--- src/rtl/sram_arb_pkg.sv ---
// Shared types and constants for the SRAM port arbiter: FSM state encoding,
// bus field widths and the request legality check.
package sram_arb_pkg;

  localparam int INST_W = 8;
  localparam int ADDR_W = 24;
  localparam int LEN_W  = 24;

  localparam logic [ADDR_W-1:0] DEF_MAX_ADDRESS = 24'h01FFFF;

  typedef enum logic [2:0] {
    S_IDLE,
    S_ARB,
    S_ISSUE,
    S_WAIT,
    S_FINISH
  } arb_state_e;

  // Last byte touched is addr+len-1, kept one bit wider so a wrap past 2^24 still reads as out of range.
  function automatic logic req_illegal(input logic [ADDR_W-1:0] addr,
                                       input logic [LEN_W-1:0]  len,
                                       input logic [ADDR_W-1:0] max_addr);
    logic [ADDR_W:0] end_addr;
    end_addr = {1'b0, addr} + {1'b0, len} - {{ADDR_W{1'b0}}, 1'b1};
    return (len == '0) || (end_addr > {1'b0, max_addr});
  endfunction

endpackage

--- src/rtl/sram_port_arbiter_if.sv ---
// Requester-side and SRAM-side signals of the arbiter. The master modport is
// the arbiter's view; the slave modport is the view of the surrounding logic.
interface sram_port_arbiter_if #(
  parameter int NUM_REQ = 2
);
  import sram_arb_pkg::*;

  logic [NUM_REQ-1:0]             req;
  logic [NUM_REQ-1:0][INST_W-1:0] req_inst;
  logic [NUM_REQ-1:0][ADDR_W-1:0] req_addr;
  logic [NUM_REQ-1:0][LEN_W-1:0]  req_len;
  logic [NUM_REQ-1:0]             req_write_in;
  logic [NUM_REQ-1:0]             grant;
  logic [NUM_REQ-1:0]             done;
  logic [NUM_REQ-1:0]             err;
  logic                           rsp_so;
  logic [NUM_REQ-1:0]             rsp_output_valid;
  logic [NUM_REQ-1:0]             rsp_input_valid;

  logic [INST_W-1:0]              sram_inst;
  logic [ADDR_W-1:0]              sram_address;
  logic [LEN_W-1:0]               sram_length;
  logic                           sram_start;
  logic                           sram_write_in;
  logic                           sram_so;
  logic                           sram_output_valid;
  logic                           sram_input_valid;
  logic                           sram_done;

  modport master (
    input  req, req_inst, req_addr, req_len, req_write_in,
    output grant, done, err, rsp_so, rsp_output_valid, rsp_input_valid,
    output sram_inst, sram_address, sram_length, sram_start, sram_write_in,
    input  sram_so, sram_output_valid, sram_input_valid, sram_done
  );

  modport slave (
    output req, req_inst, req_addr, req_len, req_write_in,
    input  grant, done, err, rsp_so, rsp_output_valid, rsp_input_valid,
    input  sram_inst, sram_address, sram_length, sram_start, sram_write_in,
    output sram_so, sram_output_valid, sram_input_valid, sram_done
  );

endinterface

--- src/rtl/rr_priority_picker.sv ---
// Combinational round-robin picker: scans from last_grant+1 upward, wrapping,
// and returns the first set request as a one-hot winner.
module rr_priority_picker #(
  parameter int NUM_REQ = 2,
  parameter int LG_W    = 1
) (
  input  logic [NUM_REQ-1:0] i_req,
  input  logic [LG_W-1:0]    i_last_grant,
  output logic [NUM_REQ-1:0] o_winner
);

  always_comb begin
    logic w_found;
    int   w_idx;
    o_winner = '0;
    w_found  = 1'b0;
    w_idx    = 0;
    for (int i = 1; i <= NUM_REQ; i++) begin
      w_idx = (int'(i_last_grant) + i) % NUM_REQ;
      if (!w_found && i_req[w_idx[LG_W-1:0]]) begin
        o_winner[w_idx[LG_W-1:0]] = 1'b1;
        w_found = 1'b1;
      end
    end
  end

endmodule

--- src/rtl/sram_port_arbiter.sv ---
// Shares one SRAM driver channel among NUM_REQ requesters, round-robin.
// Optional WAIT watchdog enabled by defining SRAM_ARB_TIMEOUT_EN.
//
// state    | meaning
// ---------+--------------------------------------------------------------
// S_IDLE   | channel free; any req moves to arbitration
// S_ARB    | pick winner, latch its command, check legality
// S_ISSUE  | one-cycle sram_start with the latched command
// S_WAIT   | owner connected to the SRAM until sram_done (or watchdog)
// S_FINISH | done (and err if rejected/aborted) to the owner; record owner
module sram_port_arbiter
  import sram_arb_pkg::*;
#(
  parameter int                NUM_REQ     = 2,
  parameter logic [ADDR_W-1:0] MAX_ADDRESS = DEF_MAX_ADDRESS,
  parameter int                TIMEOUT     = 65535
) (
  input  logic                 clk,
  input  logic                 rst_n,
  sram_port_arbiter_if.master  bus
);

  localparam int LG_W = (NUM_REQ > 1) ? $clog2(NUM_REQ) : 1;

  arb_state_e         r_state;
  arb_state_e         w_next;
  logic [LG_W-1:0]    r_owner;
  logic [LG_W-1:0]    r_last_grant;
  logic [INST_W-1:0]  r_inst;
  logic [ADDR_W-1:0]  r_addr;
  logic [LEN_W-1:0]   r_len;
  logic               r_illegal;
  logic               r_timed_out;
  logic [NUM_REQ-1:0] w_winner;
  logic [LG_W-1:0]    w_win_idx;
  logic               w_illegal;
  logic               w_timeout_hit;
  logic [NUM_REQ-1:0] w_owner_oh;
  logic               w_busy;

  rr_priority_picker #(
    .NUM_REQ (NUM_REQ),
    .LG_W    (LG_W)
  ) u_picker (
    .i_req        (bus.req),
    .i_last_grant (r_last_grant),
    .o_winner     (w_winner)
  );

  always_comb begin
    w_win_idx = '0;
    for (int i = 0; i < NUM_REQ; i++) begin
      if (w_winner[i]) w_win_idx = LG_W'(i);
    end
  end

  assign w_illegal = req_illegal(bus.req_addr[w_win_idx], bus.req_len[w_win_idx], MAX_ADDRESS);

`ifdef SRAM_ARB_TIMEOUT_EN
  localparam int CNT_W = $clog2(TIMEOUT + 1);
  logic [CNT_W-1:0] r_wait_cnt;

  // Count reaches TIMEOUT on the same edge that moves the FSM to FINISH.
  assign w_timeout_hit = (r_state == S_WAIT) && (r_wait_cnt == CNT_W'(TIMEOUT - 1));

  always_ff @(posedge clk) begin
    if (!rst_n) begin
      r_wait_cnt  <= '0;
      r_timed_out <= 1'b0;
    end else if (r_state == S_ISSUE) begin
      r_wait_cnt  <= '0;
      r_timed_out <= 1'b0;
    end else if (r_state == S_WAIT) begin
      r_wait_cnt <= r_wait_cnt + 1'b1;
      if (w_timeout_hit && !bus.sram_done) r_timed_out <= 1'b1;
    end
  end
`else
  assign w_timeout_hit = 1'b0;
  assign r_timed_out   = 1'b0;
`endif

  always_ff @(posedge clk) begin
    if (!rst_n) r_state <= S_IDLE;
    else        r_state <= w_next;
  end

  always_comb begin
    w_next = r_state;
    case (r_state)
      S_IDLE:   if (|bus.req) w_next = S_ARB;
      // Request may have dropped since IDLE; with no winner just go back.
      S_ARB: begin
        if (!(|w_winner))   w_next = S_IDLE;
        else if (w_illegal) w_next = S_FINISH;
        else                w_next = S_ISSUE;
      end
      S_ISSUE:  w_next = S_WAIT;
      S_WAIT:   if (bus.sram_done || w_timeout_hit) w_next = S_FINISH;
      S_FINISH: w_next = S_IDLE;
      default:  w_next = S_IDLE;
    endcase
  end

  always_ff @(posedge clk) begin
    if (!rst_n) begin
      r_owner      <= '0;
      r_last_grant <= LG_W'(NUM_REQ - 1);
      r_inst       <= '0;
      r_addr       <= '0;
      r_len        <= '0;
      r_illegal    <= 1'b0;
    end else begin
      if (r_state == S_ARB && (|w_winner)) begin
        r_owner   <= w_win_idx;
        r_inst    <= bus.req_inst[w_win_idx];
        r_addr    <= bus.req_addr[w_win_idx];
        r_len     <= bus.req_len[w_win_idx];
        r_illegal <= w_illegal;
      end
      if (r_state == S_FINISH) r_last_grant <= r_owner;
    end
  end

  assign w_owner_oh = NUM_REQ'(1) << r_owner;
  assign w_busy     = (r_state == S_ISSUE) || (r_state == S_WAIT) || (r_state == S_FINISH);

  assign bus.grant            = w_busy ? w_owner_oh : '0;
  assign bus.done             = (r_state == S_FINISH) ? w_owner_oh : '0;
  assign bus.err              = (r_state == S_FINISH && (r_illegal || r_timed_out)) ? w_owner_oh : '0;
  assign bus.rsp_so           = bus.sram_so;
  assign bus.rsp_output_valid = (r_state == S_WAIT && bus.sram_output_valid) ? w_owner_oh : '0;
  assign bus.rsp_input_valid  = (r_state == S_WAIT && bus.sram_input_valid) ? w_owner_oh : '0;

  assign bus.sram_inst     = r_inst;
  assign bus.sram_address  = r_addr;
  assign bus.sram_length   = r_len;
  assign bus.sram_start    = (r_state == S_ISSUE);
  assign bus.sram_write_in = (r_state == S_WAIT) && bus.req_write_in[r_owner];

endmodule

--- src/flat_wrapper.sv ---
// flat-port wrapper written by rule: the top's interface ports become plain ports
module sram_port_arbiter_flat import sram_arb_pkg::*;
#(
  parameter int                NUM_REQ     = 2,
  parameter logic [ADDR_W-1:0] MAX_ADDRESS = DEF_MAX_ADDRESS,
  parameter int                TIMEOUT     = 65535
)
  (clk, rst_n, bus_req, bus_req_inst, bus_req_addr, bus_req_len, bus_req_write_in, bus_grant, bus_done, bus_err, bus_rsp_so, bus_rsp_output_valid, bus_rsp_input_valid, bus_sram_inst, bus_sram_address, bus_sram_length, bus_sram_start, bus_sram_write_in, bus_sram_so, bus_sram_output_valid, bus_sram_input_valid, bus_sram_done);
  sram_port_arbiter_if #(.NUM_REQ(NUM_REQ)) bus_i ();
  input  logic clk;
  input  logic rst_n;
  input wire logic [$bits(bus_i.req)-1:0] bus_req;
  input wire logic [$bits(bus_i.req_inst)-1:0] bus_req_inst;
  input wire logic [$bits(bus_i.req_addr)-1:0] bus_req_addr;
  input wire logic [$bits(bus_i.req_len)-1:0] bus_req_len;
  input wire logic [$bits(bus_i.req_write_in)-1:0] bus_req_write_in;
  output wire logic [$bits(bus_i.grant)-1:0] bus_grant;
  output wire logic [$bits(bus_i.done)-1:0] bus_done;
  output wire logic [$bits(bus_i.err)-1:0] bus_err;
  output wire logic [$bits(bus_i.rsp_so)-1:0] bus_rsp_so;
  output wire logic [$bits(bus_i.rsp_output_valid)-1:0] bus_rsp_output_valid;
  output wire logic [$bits(bus_i.rsp_input_valid)-1:0] bus_rsp_input_valid;
  output wire logic [$bits(bus_i.sram_inst)-1:0] bus_sram_inst;
  output wire logic [$bits(bus_i.sram_address)-1:0] bus_sram_address;
  output wire logic [$bits(bus_i.sram_length)-1:0] bus_sram_length;
  output wire logic [$bits(bus_i.sram_start)-1:0] bus_sram_start;
  output wire logic [$bits(bus_i.sram_write_in)-1:0] bus_sram_write_in;
  input wire logic [$bits(bus_i.sram_so)-1:0] bus_sram_so;
  input wire logic [$bits(bus_i.sram_output_valid)-1:0] bus_sram_output_valid;
  input wire logic [$bits(bus_i.sram_input_valid)-1:0] bus_sram_input_valid;
  input wire logic [$bits(bus_i.sram_done)-1:0] bus_sram_done;
  assign bus_i.req = bus_req;
  assign bus_i.req_inst = bus_req_inst;
  assign bus_i.req_addr = bus_req_addr;
  assign bus_i.req_len = bus_req_len;
  assign bus_i.req_write_in = bus_req_write_in;
  assign bus_grant = bus_i.grant;
  assign bus_done = bus_i.done;
  assign bus_err = bus_i.err;
  assign bus_rsp_so = bus_i.rsp_so;
  assign bus_rsp_output_valid = bus_i.rsp_output_valid;
  assign bus_rsp_input_valid = bus_i.rsp_input_valid;
  assign bus_sram_inst = bus_i.sram_inst;
  assign bus_sram_address = bus_i.sram_address;
  assign bus_sram_length = bus_i.sram_length;
  assign bus_sram_start = bus_i.sram_start;
  assign bus_sram_write_in = bus_i.sram_write_in;
  assign bus_i.sram_so = bus_sram_so;
  assign bus_i.sram_output_valid = bus_sram_output_valid;
  assign bus_i.sram_input_valid = bus_sram_input_valid;
  assign bus_i.sram_done = bus_sram_done;
  sram_port_arbiter #(.NUM_REQ(NUM_REQ), .MAX_ADDRESS(MAX_ADDRESS), .TIMEOUT(TIMEOUT)) u_core (.clk(clk), .rst_n(rst_n), .bus(bus_i));
endmodule
--- config.mk ---
export PLATFORM = sky130hd
export DESIGN_NAME = sram_port_arbiter_flat
export DESIGN_NICKNAME = d
export VERILOG_FILES = /design/src/rtl/sram_arb_pkg.sv /design/src/rtl/sram_port_arbiter_if.sv /design/src/rtl/rr_priority_picker.sv /design/src/rtl/sram_port_arbiter.sv /design/src/flat_wrapper.sv
export SDC_FILE = /design/constraint.sdc
export NUM_CORES = 1
export LEC_CHECK = 0
export CORE_UTILIZATION = 30
export CTS_CLUSTER_SIZE = 40
export DETAILED_ROUTE_END_ITERATION = 8
export SYNTH_ARGS = -nofsm -noshare
export SYNTH_HDL_FRONTEND = slang
export SYNTH_SLANG_ARGS = --single-unit
--- constraint.sdc ---
create_clock -name clk -period 11.4 [get_ports clk]
set_clock_uncertainty 0.15 [all_clocks]
set_input_delay 3.42 -clock clk [delete_from_list [all_inputs] [get_ports clk]]
set_output_delay 3.42 -clock clk [all_outputs]
set_load 0.005 [all_outputs]
---- Yosys cells after proc, flatten, opt, wreduce, memory -nomap -nowiden ----
Cells that the tools add are included.
storage, ports and cells
  flip-flop bits (word level) ............. 62
  input bits .............................. 122
operators by class
  equal/unequal tests ..................... 6
  $lt $le $gt $ge ......................... 7
  $add $sub $neg .......................... 4
  reduce and logical (&&, ||, !) cells .... 17
  muxes and demuxes ....................... 30
  shift-type cells ........................ 1
  bitwise operators ....................... 1
operators by type and width
  cell                                                                          number
  24-bit two-way mux                                                            4
  24-bit by 24-bit adder with 25-bit output                                     1
  25-bit by 17-bit > comparator with 1-bit output, second input constant        1
  25-bit by 1-bit subtractor with 25-bit output, second input constant          1
  24-bit zero test                                                              1
  8-bit two-way mux                                                             2
  2-bit two-way mux                                                             7
  3-bit two-way mux                                                             4
  3-bit one-hot mux with 4 select lines                                         1
  1-bit two-way mux                                                             10
  1-bit logical AND                                                             8
  1-bit by 2-bit less-than comparator with 1-bit output, second input constant  4
  3-bit by 2-bit == test with 1-bit output, second input constant               2
  2-bit OR reduction                                                            2
  3-bit by 1-bit == test with 1-bit output, second input constant               1
  3-bit == test, second input constant                                          1
  3-bit zero test                                                               1
  1-bit logical OR                                                              3
  1-bit adder, second input constant                                            2
  1-bit demux with 1-bit select                                                 2
  1-bit >= comparator, second input constant                                    2
  2-bit by 1-bit != test with 1-bit output, second input constant               1
  2-bit != test, second input constant                                          1
  2-bit OR                                                                      1
  other kinds (3)                                                               3

---- Longest topological paths before layout ----
  depth in word-level cells ............... 18
  mapped depth ............................ 16

---- By module ----
From an unflattened synthesis, not the netlist that was laid out.
unflattened totals
  cell total of the unflattened synthesis .. 550
  area total of the unflattened synthesis .. 4728.3 sq um
modules (own cells, without submodules)
  module              instances  cells each  area each (sq um)  sequential area each (sq um)
  sram_port_arbiter   1          547         4709.5             1241.2
  rr_priority_picker  1          3           18.8               0.0

---- Worst setup path after synthesis ----
No wires, ideal clock.
  path kind ............................... input-to-output
  start ................................... in bus_req_write_in[1]
  end ..................................... out bus_sram_write_in
  slack ................................... 4192 ps
  arrival ................................. 3638 ps
  stages on the path ...................... 2
  buffers on the path ..................... 0
  path through ............................ mux2i_1 nor3_1
on the way
  longest elaborated chain between the ends .. 3
RTL lines
  element                                                RTL line                  RTL
  from (decl)                                            flat_wrapper.sv:16        input wire logic [$bits(bus_i.req_write_in)-1:0] bus_req_write_in;
  1-bit two-way mux (implied by the code) (2 in series)  sram_port_arbiter.sv:139  assign bus.sram_write_in = (r_state == S_WAIT) && bus.req_write_in[r_owner];
  1-bit logical AND                                      sram_port_arbiter.sv:139
  to (decl)                                              flat_wrapper.sv:27        output wire logic [$bits(bus_i.sram_write_in)-1:0] bus_sram_write_in;
Every way passes these cells. The select of a mux whose other input is x is not followed.

---- Worst setup path after layout ----
Same ends and word-level chain as after synthesis.

==> metrics.md <==
| Metric | Value |
|---|---|
| Fmax | 0.122 GHz |
| Gpl congestion | 0.863 |
| Commonest cells in the netlist | 77 x nor2_1, 62 x dfxtp_1, 60 x mux2i_1, 57 x a211oi_1, 53 x inv_1 |
| WL/cell | 16.6 um |
| Root buffer cell | clkbuf_16 |
| Post-DP HPWL | ~12 mm |
| Final Max Slew Viols | 0 |
| H-tree depth | 3 |
| CTS buffer count | 9 |
| Post-CTS Resized | 0 |
| IO buf count | 188 |
| Sequential share of power | 0.298 |
| Deepest clock path buffer count | 2 |
| Crit share post-route | 0.718 |
| Max VDD drop | 0.0590 mV |
| Setup TNS | 0 ns |
| Switching share of power | 0.336 |
| Met2 wire length | 7.08 mm |
| Power Density | 124 nW/um^2 |
| Drt initial violations | about 250 |
| # clock sinks | 62 |
| Avg Cell Area, Syn | approximately 8.2 sq um |
| CP max FO | 1 |
| Synth Cell Area | about 4400 sq um |
| Comb pwr share | 0.398 |
| Syn nets | 711 |
| Met3 Routed Length | 791 um |
| Fillers | between 1,000 and 1,500 |
| Pint | between 500 and 600 uW |
| CTS tree | built |
| Die width | roughly 120 um |
| CP Data Required Time | 7.83 ns |
| Initial core utilization | 0.307 |
| Asr flop ratio synth | 0 |
| Row Count | 44 |
| Area growth syn-to-layout | 51.6% |
| Post-Syn Instances | 541 |
| First-pass GRT wire length | between 20 and 25 mm |
| Final Hold Vio Count | 0 |
| Total Routed Length | 14.9 mm |
| Lkg Pwr | 2.64 nW |
| Clk pwr share | 0.304 |
| Largest net degree at the start of global routing | 70 |
| Via density | 5.07 |
| YS warnings | 0 |
| Status | finished clean |
| Remaining routing DRC violations | 0 |
| Total grt overflow | 0 |
| GRT Total Usage | 0.194 |
| Net total in the final layout | 884 |
| Post-CTS Setup Bufs | 0 |
| Worst setup EP type | primary output |
| Vias in the first global route | 4,408 |
| Yosys reg bits | 62 |
| Via count | 4,560 |
| Final Cell Area | 6730 sq um |
| DR pass1 iterations | 4 |
| WL met1 | 6.75 mm |
| Hold Crit Class | reg -> reg |
| Ant. Diodes | 0 |
| Setup Crit Path Kind | in -> out |
| Worst path arrival time | 4.61 ns |
| Relative slew margins | 0.327 |
| Count leader, synth | nor2_1 |
| Cell Area, Placed | 6470 sq um |
| Die Ht | 124 um |
| Share of cells above drive strength 1 | 0.0307 |
| Synth area leader | dfxtp_1 |
| Cts hold-fix bufs | 0 |
| Synth cell types | 52 |
| Die area | roughly 15,000 sq um |
| CP startpoint kind | input pin |
| Most used DFF post-synth | dfxtp_1 |
| Worst Max-Slew Pin Slew | 1.01 ns |
| RSZ-0062 raised after global routing | no |
| Initial antenna violation count | 0 |
| Boundary Pins | 191 |
| Sw power | 279 uW |
| Clk_lat worst skew | 0.33 ns |
| Post-synth EDFFs | 0 |
| Area share of the largest cell type after synthesis | 0.280 |
| Clk slew on worst S/H paths | 0.05 ns |
| Post-DRT Antenna Nets | 0 |
| Finish-stage setup viols | 0 |
| Tmin final | 8.18 ns |
| Largest cells by area after synthesis | dfxtp_1 28%, mux2i_1 14%, ha_1 13% |
| Max_cap viols | 0 |
| Top layer in use | met4 |
| Post-synthesis sequential area ratio | 0.280 |
| Core box area | ~14,000 sq um |
placed cells by master, fill, tap and decap left out, types with 8 or more instances in the layout:
cell,instances
inv_1,53
a211oi_1,57
dfxtp_1,62
nor3_1,8
clkdlybuf4s50_1,188
a21oi_1,22
o21ai_0,11
nor2_1,76
mux2i_1,60
nor4_1,12
ha_1,47
nand2_1,22
clkbuf_16,9
layer usage:
| metal | global-route usage | vias to the layer above |
|---|---|---|
| li1 | - | 2302 |
| met1 | 0.251 | 2107 |
| met2 | 0.320 | 135 |
| met3 | 0.0325 | 16 |
| met4 | 0.0753 | 0 |
| met5 | 0 | - |
cell families (layout without fill, tap and decap cells):
logic type | Yosys count | in the layout | synth area share
compound gates | 131 | 131 | 0.206
fa+ha+maj | 48 | 48 | 0.137
buf+inv | 84 | 259 | 0.0753
xor+xnor | 4 | 4 | 0.00789
flops | 62 | 62 | 0.280
mux | 60 | 60 | 0.135
simple gates | 152 | 152 | 0.159
worst paths after layout:
kind	start	to	slack, ns	cells past startpoint
max	bus_req_write_in[1]	bus_sram_write_in	3.22	4
min	u_core.bus.sram_address[15]$_SDFFE_PN0P_	u_core.bus.sram_address[15]$_SDFFE_PN0P_	0.34	2
max reg2reg	u_core.r_last_grant$_SDFFE_PN1N_	u_core.r_illegal$_SDFFE_PN0P_	6.89	14
min reg2reg	u_core.bus.sram_address[15]$_SDFFE_PN0P_	u_core.bus.sram_address[15]$_SDFFE_PN0P_	0.34	2
per-stage QoR:
stage                     hold WS, ns  setup slack [ns]  power, mW  instances   util
after global routing            0.366              3.12      0.886        900  0.465
after floorplan                 0.286              4.19      0.447        541      -
after CTS                       0.347              3.21      0.837        900  0.465
after detailed placement        0.340              3.21      0.581        887  0.447
after global placement          0.337              3.20      0.578        887  0.447
final                           0.344              3.22      0.832        900  0.465
power groups by stage:
stage	clock network, mW	logic, mW	registers [mW]
finish	0.253	0.331	0.248
global route	0.267	0.369	0.250
CTS	0.259	0.331	0.248
detailed placement	0	0.329	0.252
global placement	0	0.326	0.251
floorplan	0	0.195	0.252
critical path, cell delays in order:
cell and delay (ns):
clkdlybuf4s50_1 0.47, mux2i_1 0.07, nor3_1 0.13, clkdlybuf4s50_1 0.52
state kept, by name, indices dropped and copies added (netlist names):
name	count
u_core.bus.sram_address	24
u_core.r_state	3
u_core.r_illegal	1
u_core.bus.sram_length	24
u_core.r_owner	1
u_core.bus.sram_inst	8
u_core.r_last_grant	1
layout make-up:
cell class / count / area (sq um) / area share
timing repair buffer: 192 / 1910 / 0.284
inverter: 54 / 203 / 0.0301
sequential: 62 / 1240 / 0.184
tap: 184 / 230 / 0.0342
clock buffer: 11 / 253 / 0.0375
multi-input combinational: 395 / 2880 / 0.428
clock inverter: 2 / 10.0 / 0.00149
Note: power is estimated with default switching activity, not from simulation.
